`src/rtl/multiplicador_secuencial_if.sv`:
```
// Handshake and operand bus of the sequential shift-add multiplier.
interface multiplicador_secuencial_if #(
    parameter int ANCHO = 8
);
    logic                 Inicio;
    logic [ANCHO-1:0]     X;
    logic [ANCHO-1:0]     Y;
    logic                 Ocupado;
    logic                 Listo;
    logic [2*ANCHO-1:0]   Salida;

    modport master (output Inicio, X, Y, input  Ocupado, Listo, Salida);
    modport slave  (input  Inicio, X, Y, output Ocupado, Listo, Salida);
endinterface

```
`src/rtl/multiplicador_secuencial.sv`:
```
// Sequential shift-add multiplier, one multiplier bit per cycle, REPOSO/CALCULO/FIN FSM.
// Define MULT_CON_SIGNO_EN for two's-complement operands and product.
module multiplicador_secuencial #(
    parameter int ANCHO = 8
) (
    input  logic                          Clk,
    input  logic                          Rst_n,
    multiplicador_secuencial_if.slave     bus
);
    localparam int CW = $clog2(ANCHO);

    typedef enum logic [1:0] {
        REPOSO  = 2'd0,
        CALCULO = 2'd1,
        FIN     = 2'd2
    } estado_t;

    estado_t              estado, estado_sig;
    logic [2*ANCHO-1:0]   mcand, acc, suma, producto, salida;
    logic [ANCHO-1:0]     mplier, mag_x, mag_y;
    logic [CW-1:0]        cnt;
    logic                 arranque, ultimo, ocupado, listo;

`ifdef MULT_CON_SIGNO_EN
    logic negativo;

    // Multiply magnitudes; the sign is applied once to the finished product.
    assign mag_x    = bus.X[ANCHO-1] ? -bus.X : bus.X;
    assign mag_y    = bus.Y[ANCHO-1] ? -bus.Y : bus.Y;
    assign producto = negativo ? -suma : suma;

    always_ff @(posedge Clk) begin
        if (!Rst_n)        negativo <= 1'b0;
        else if (arranque) negativo <= bus.X[ANCHO-1] ^ bus.Y[ANCHO-1];
    end
`else
    assign mag_x    = bus.X;
    assign mag_y    = bus.Y;
    assign producto = suma;
`endif

    assign arranque = bus.Inicio && (estado == REPOSO || estado == FIN);
    assign ultimo   = (cnt == CW'(ANCHO - 1));
    assign suma     = mplier[0] ? acc + mcand : acc;

    always_comb begin
        estado_sig = REPOSO;
        ocupado    = 1'b0;
        listo      = 1'b0;
        case (estado)
            REPOSO:  estado_sig = bus.Inicio ? CALCULO : REPOSO;
            CALCULO: begin
                ocupado    = 1'b1;
                estado_sig = ultimo ? FIN : CALCULO;
            end
            FIN: begin
                listo      = 1'b1;
                estado_sig = bus.Inicio ? CALCULO : REPOSO;
            end
            default: estado_sig = REPOSO;
        endcase
    end

    always_ff @(posedge Clk) begin
        if (!Rst_n) begin
            estado <= REPOSO;
            mcand  <= '0;
            mplier <= '0;
            acc    <= '0;
            cnt    <= '0;
            salida <= '0;
        end else begin
            estado <= estado_sig;
            if (arranque) begin
                mcand  <= {{ANCHO{1'b0}}, mag_x};
                mplier <= mag_y;
                acc    <= '0;
                cnt    <= '0;
            end else if (estado == CALCULO) begin
                acc    <= suma;
                mcand  <= mcand << 1;
                mplier <= mplier >> 1;
                cnt    <= cnt + 1'b1;
                // The final partial sum is folded in as the result is captured.
                if (ultimo) salida <= producto;
            end
        end
    end

    assign bus.Ocupado = ocupado;
    assign bus.Listo   = listo;
    assign bus.Salida  = salida;
endmodule

```
`src/flat_wrapper.sv`:
```
// flat-port wrapper written by rule: the top's interface ports become plain ports
module multiplicador_secuencial_flat 
#(
    parameter int ANCHO = 8
)
  (Clk, Rst_n, bus_Inicio, bus_X, bus_Y, bus_Ocupado, bus_Listo, bus_Salida);
  multiplicador_secuencial_if #(.ANCHO(ANCHO)) bus_i ();
  input  logic Clk;
  input  logic Rst_n;
  input wire logic [$bits(bus_i.Inicio)-1:0] bus_Inicio;
  input wire logic [$bits(bus_i.X)-1:0] bus_X;
  input wire logic [$bits(bus_i.Y)-1:0] bus_Y;
  output wire logic [$bits(bus_i.Ocupado)-1:0] bus_Ocupado;
  output wire logic [$bits(bus_i.Listo)-1:0] bus_Listo;
  output wire logic [$bits(bus_i.Salida)-1:0] bus_Salida;
  assign bus_i.Inicio = bus_Inicio;
  assign bus_i.X = bus_X;
  assign bus_i.Y = bus_Y;
  assign bus_Ocupado = bus_i.Ocupado;
  assign bus_Listo = bus_i.Listo;
  assign bus_Salida = bus_i.Salida;
  multiplicador_secuencial #(.ANCHO(ANCHO)) u_core (.Clk(Clk), .Rst_n(Rst_n), .bus(bus_i));
endmodule
```
`config.mk`:
```
export PLATFORM = sky130hd
export DESIGN_NAME = multiplicador_secuencial_flat
export DESIGN_NICKNAME = d
export VERILOG_FILES = /design/src/rtl/multiplicador_secuencial_if.sv /design/src/rtl/multiplicador_secuencial.sv /design/src/flat_wrapper.sv
export SDC_FILE = /design/constraint.sdc
export NUM_CORES = 1
export LEC_CHECK = 0
export ABC_AREA = 1
export CAP_MARGIN = 20
export CORE_MARGIN = 4
export CORE_UTILIZATION = 55
export DETAILED_ROUTE_END_ITERATION = 8
export GPL_ROUTABILITY_DRIVEN = 0
export PLACE_DENSITY = 0.88
export SKIP_LAST_GASP = 1
export SYNTH_ARGS = -nofsm -noshare
export SYNTH_HDL_FRONTEND = slang
export SYNTH_SLANG_ARGS = --single-unit
```
`constraint.sdc`:
```
create_clock -name Clk -period 2.32 [get_ports Clk]
set_clock_uncertainty 0.05 [all_clocks]
set_input_delay 0.696 -clock Clk [delete_from_list [all_inputs] [get_ports Clk]]
set_output_delay 0.696 -clock Clk [all_outputs]
set_load 0.05 [all_outputs]
```
After elaboration in Yosys (flattened, before gate mapping) --
Index checks and enable logic that the tools add are counted. W data, S select, Z words.
Word-level totals: register bits after elaboration 61, bits of input ports 19, output and inout port bits 18
Cells by class: add/sub/neg operators 2, equal/unequal tests 3, mux-type cells 10, bitwise logic cells 2, reductions and logical operators 7
Operator list (number):
- $mux W8 | 4
- $add A16 B16 Y16 | 1
- $mux W16 | 1
- $pmux W2 S2 | 1
- $reduce_or A2 Y1 | 2
- $add A3 B1 Y3 const B | 1
- $eq A3 B3 Y1 const B | 1
- $mux W1 | 3
- $reduce_and A3 Y1 | 1
- $eq A2 B1 Y1 const B | 1
- $eq A2 B2 Y1 const B | 1
- $logic_not A2 Y1 | 1
- $mux W2 | 1
- $not A1 Y1 | 2
- $reduce_bool A2 Y1 | 1
- $logic_and A1 B1 Y1 | 1
- $logic_or A1 B1 Y1 | 1

Longest topological paths before layout --
depth after elaboration 5, mapped depth 13, depth with buffers taken out 13

Worst setup path before layout --
Ideal clock, no wire load.
path type reg2reg, from register u_core.acc[0], to register u_core.acc[6], arrival 1.610 ns, required time 2.161 ns, path slack 0.551 ns, cell stages (with the launch flop) 12, path buffers 0, period minus slack after synthesis 1.769 ns, cell sequence dfxtp_1 > ha_1 > fa_1 > nand2_1 > nand2_1 > nand3b_1 > nand2_2 > or2_1 > nand3_1 > o211ai_1 > nand2_1 > inv_1
On the way: cells in the longest elaborated chain, start to end 2
Ends and longest elaborated chain:
- start: declaration | RTL line multiplicador_secuencial.sv:19 | logic [2*ANCHO-1:0] mcand, acc, suma, producto, salida;
- start signal: assignment | RTL line multiplicador_secuencial.sv:80 | acc <= suma;
- $add A16 B16 Y16 | RTL line multiplicador_secuencial.sv:44 | assign suma = mplier[0] ? acc + mcand : acc;
- $mux W16 | RTL line multiplicador_secuencial.sv:44
No other way between the ends. A chain may end at the register's enable or synchronous reset.

Worst setup path in the final report --
from register u_core.salida[1], in the netlist u_core.bus.Salida[1], to output bus_Salida[1]
RTL lines:
- start: declaration | RTL line multiplicador_secuencial.sv:19
- start signal: assignment | RTL line multiplicador_secuencial.sv:85 | if (ultimo) salida <= producto;
- end: declaration | RTL line flat_wrapper.sv:15 | output wire logic [$bits(bus_i.Salida)-1:0] bus_Salida;
No word-level cell between the ends.

==> results_dict.tcl <==
set metrics [dict create \
    status "finished, final reports clean" \
    core-area_um2 6026 \
    antenna_found_initial 0 \
    tightestPinTransition_ns 0.7998 \
    num_vias 3401 \
    crit_fanout 2 \
    clockRootBuffer "clkbuf_8" \
    grt_use_total_pct 23.97 \
    cts_setup_buffers 0 \
    die_w_um 87.71 \
    crit_family "buffers and inverters" \
    critPathLaunchType "register" \
    hpwl_mm 5.846 \
    drive_gt1_share_pct 6.429 \
    critPathBufInv 1 \
    yosys_register_bits 61 \
    r2r_cells 11 \
    synthAdderAreaFrac_pct 6.660 \
    cp-startpoint "u_core.bus.Salida[1]$_SDFFE_PN0P_" \
    drt_iter0_markers 292 \
    slew_viol_final 0 \
    finalPower_uw 2492 \
    finalSetupViolations 0 \
    fmax_mhz 433.2 \
    drt_pass1_iterations 5 \
    crit_path_end "bus_Salida[1]" \
    final_area_um2 4098 \
    vias_per_cell 5.356 \
    detail-route-antenna-nets 0 \
    rsz0062_at_grt "no" \
    start_util_pct 57.99 \
    synth_edf_count 0 \
    hold_viol 0 \
    synth_top_family_by_area "simple AND/OR/NAND/NOR gates" \
    wl_per_cell_um 13.34 \
    rows 28 \
    power_density_nw_per_um2 608.2 \
    syn_avg_cell_area_um2 6.695 \
    nFillCells 474 \
    grt_overflow 0 \
    crit_arrival_ns 1.56 \
    hold_class "register to register" \
    ff_latch_area_um2 1221 \
    cp-end-kind "output port" \
    areaGrowthSynthToFinish_pct 17.26 \
    synth_seq_area_share_pct 34.94 \
    cts.htree.levels 3 \
    r2r-end "u_core.acc[6]$_SDFFE_PP0P_" \
    drc_errors 0 \
    portBuffers 36 \
    hold_ws_ns 0.4212 \
    path_depth 1 \
    synth_compound_area_share_pct 14.11 \
    cts_tree "yes" \
    nets 593 \
    routed_wl_mm 8.471 \
    clock_path_buffers 2 \
    timing.slew.headroom_pct 46.62 \
    r2r_setup_slack_ns 0.32 \
    cts.sinks 61 \
    grt_max_degree 32 \
    synth.area.mux_share_pct 0 \
    grt_pass1_wl_mm 14.55 \
    synthFlopType "dfxtp_1" \
    yosys_warnings 0 \
    tns_ns 0 \
    yosys.area_share.simple_pct 31.47 \
    multi_input_area_um2 1848 \
    grt_pass1_vias 3221 \
    ir_worst_vdd_v 0.0004680 \
    clkTransAtPathRegs_ns 0.07 \
    maxCapViolCount 0 \
    cp.required_ns 1.57 \
    cp_slowest_stage_delay_ns 0.83 \
    ys_types 36 \
    r2r_start "u_core.acc[0]$_SDFFE_PP0P_" \
    crit_path_top_delay_cell "clkdlybuf4s50_1" \
    period_needed_ns 2.309 \
    synthArstFlopShare_pct 0 \
    fp.dieArea_um2 7693 \
    power.leakage_uw 0.001994 \
    cts_buffers 9 \
    syn-num-nets 559 \
    syn_inst 522 \
    die_h_um 87.71 \
    synthXorXnorAreaFrac_pct 0.5013 \
    clkLatencyLatePin_ns 0.35 \
    fin_crit_sh_pct 99.51 \
    ios 37 \
    netlist_area_um2 3495 \
    dpl_cell_area_um2 3881 \
    path_cells "clkdlybuf4s50_1" \
    diodes 0 \
    crit_type "register to output port" \
]
logic make-up after synthesis:
group | after synthesis
DFF | 61
and+or+nand+nor | 264
AOI/OAI and AO/OA | 80
adders and majority gates | 18
xor gates and xnor gates | 2
buffers and inverters | 97
state kept, by name, indices dropped and copies added, names as in the netlist:
register,flops
u_core.cnt,3
u_core.mcand,16
u_core.mplier,8
u_core.acc,16
u_core.estado,2
u_core.bus.Salida,16
worst min path at each step:
stage	startpoint	to	slack [ns]	cells past startpoint
floorplan	u_core.mplier[7]$_SDFFE_PN0P_	u_core.mplier[7]$_SDFFE_PN0P_	0.39	2
global placement	u_core.cnt[1]$_SDFFE_PP0P_	u_core.cnt[1]$_SDFFE_PP0P_	0.40	2
detailed placement	u_core.mplier[7]$_SDFFE_PN0P_	u_core.mplier[7]$_SDFFE_PN0P_	0.41	2
CTS	u_core.mplier[7]$_SDFFE_PN0P_	u_core.mplier[7]$_SDFFE_PN0P_	0.42	2
global route	u_core.mplier[7]$_SDFFE_PN0P_	u_core.mplier[7]$_SDFFE_PN0P_	0.43	2
finish	u_core.mplier[7]$_SDFFE_PN0P_	u_core.mplier[7]$_SDFFE_PN0P_	0.42	2
metrics by stage:
step                      setup WS [ns]  instances  util [%]
after global routing            0.01508        635     68.00
after global placement           0.3454        620     64.41
final                           0.01145        635     68.00
after detailed placement         0.2505        620     64.41
after floorplan                  0.5513        522         -
after CTS                       0.01912        635     67.96
metal layers:
metal  GRT usage [%]  vias to the layer above  part of all wire, %
li1                -                     1730                    -
met5               0                        -                    0
met1           30.94                     1542                   44
met4           12.83                        0                  2.6
met2           37.67                      107                   47
met3           4.798                       22                  5.9
area by class of cell:
cell class / count / area share, %
Sequential cell: 61 / 29.80
Timing Repair Buffer: 42 / 10.44
Multi-Input combinational cell: 364 / 45.10
Inverter: 78 / 7.145
Clock buffer: 11 / 3.450
Clock inverter: 4 / 1.771
Tap cell: 75 / 2.290
cells in the final DEF, fill, tap and decap left out, types with 2 or more instances in the layout:
| master | instances |
|---|---|
| o22ai_1 | 3 |
| buf_12 | 2 |
| inv_1 | 73 |
| a211oi_1 | 3 |
| inv_2 | 4 |
| nor3_1 | 2 |
| nand3b_1 | 4 |
| or2_1 | 4 |
| o211ai_1 | 6 |
| nand3_2 | 2 |
| clkdlybuf4s50_1 | 33 |
| buf_4 | 6 |
| a21oi_1 | 28 |
| dfxtp_1 | 61 |
| nand3_1 | 32 |
| nand2_1 | 180 |
| bufinv_16 | 2 |
| clkbuf_8 | 10 |
| o21ai_1 | 2 |
| o21ai_0 | 8 |
| nor2_1 | 32 |
| nand2_2 | 3 |
| o21bai_1 | 2 |
| ha_1 | 17 |
| a31oi_1 | 14 |
| o21a_1 | 13 |
where the power goes:
part / leakage (uW) / switching, uW / total, uW / internal [uW]
registers: 0.000496 / 30.5 / 1120 / 1090
logic: 0.00139 / 199 / 324 / 125
clock network: 0.000105 / 425 / 1050 / 626
total: 0.00199 / 654 / 2490 / 1840
synth_stat cells, types with 4 or more instances:
master      n  area [um2]
nand2_1   180       675.7
o21a_1     13       97.59
nand3_1    32       160.2
nand3b_1    4       30.03
or2_1       4       25.02
ha_1       17       212.7
clkbuf_1    4       15.01
buf_2       7       35.03
a21oi_1    28       140.1
o21ai_0     8       40.04
a31oi_1    14       87.58
dfxtp_1    61        1221
nor2_1     32       120.1
o211ai_1    6       45.04
buf_6       4       45.04
inv_2       4       15.01
inv_1      73       274.0
timing repair:
item / in CTS / in global routing
endpoints found under the setup margin: 0 / 1
hold buffers: 0 / 0
gates resized for setup: 0 / 1
(Power assumes the default switching activity.)
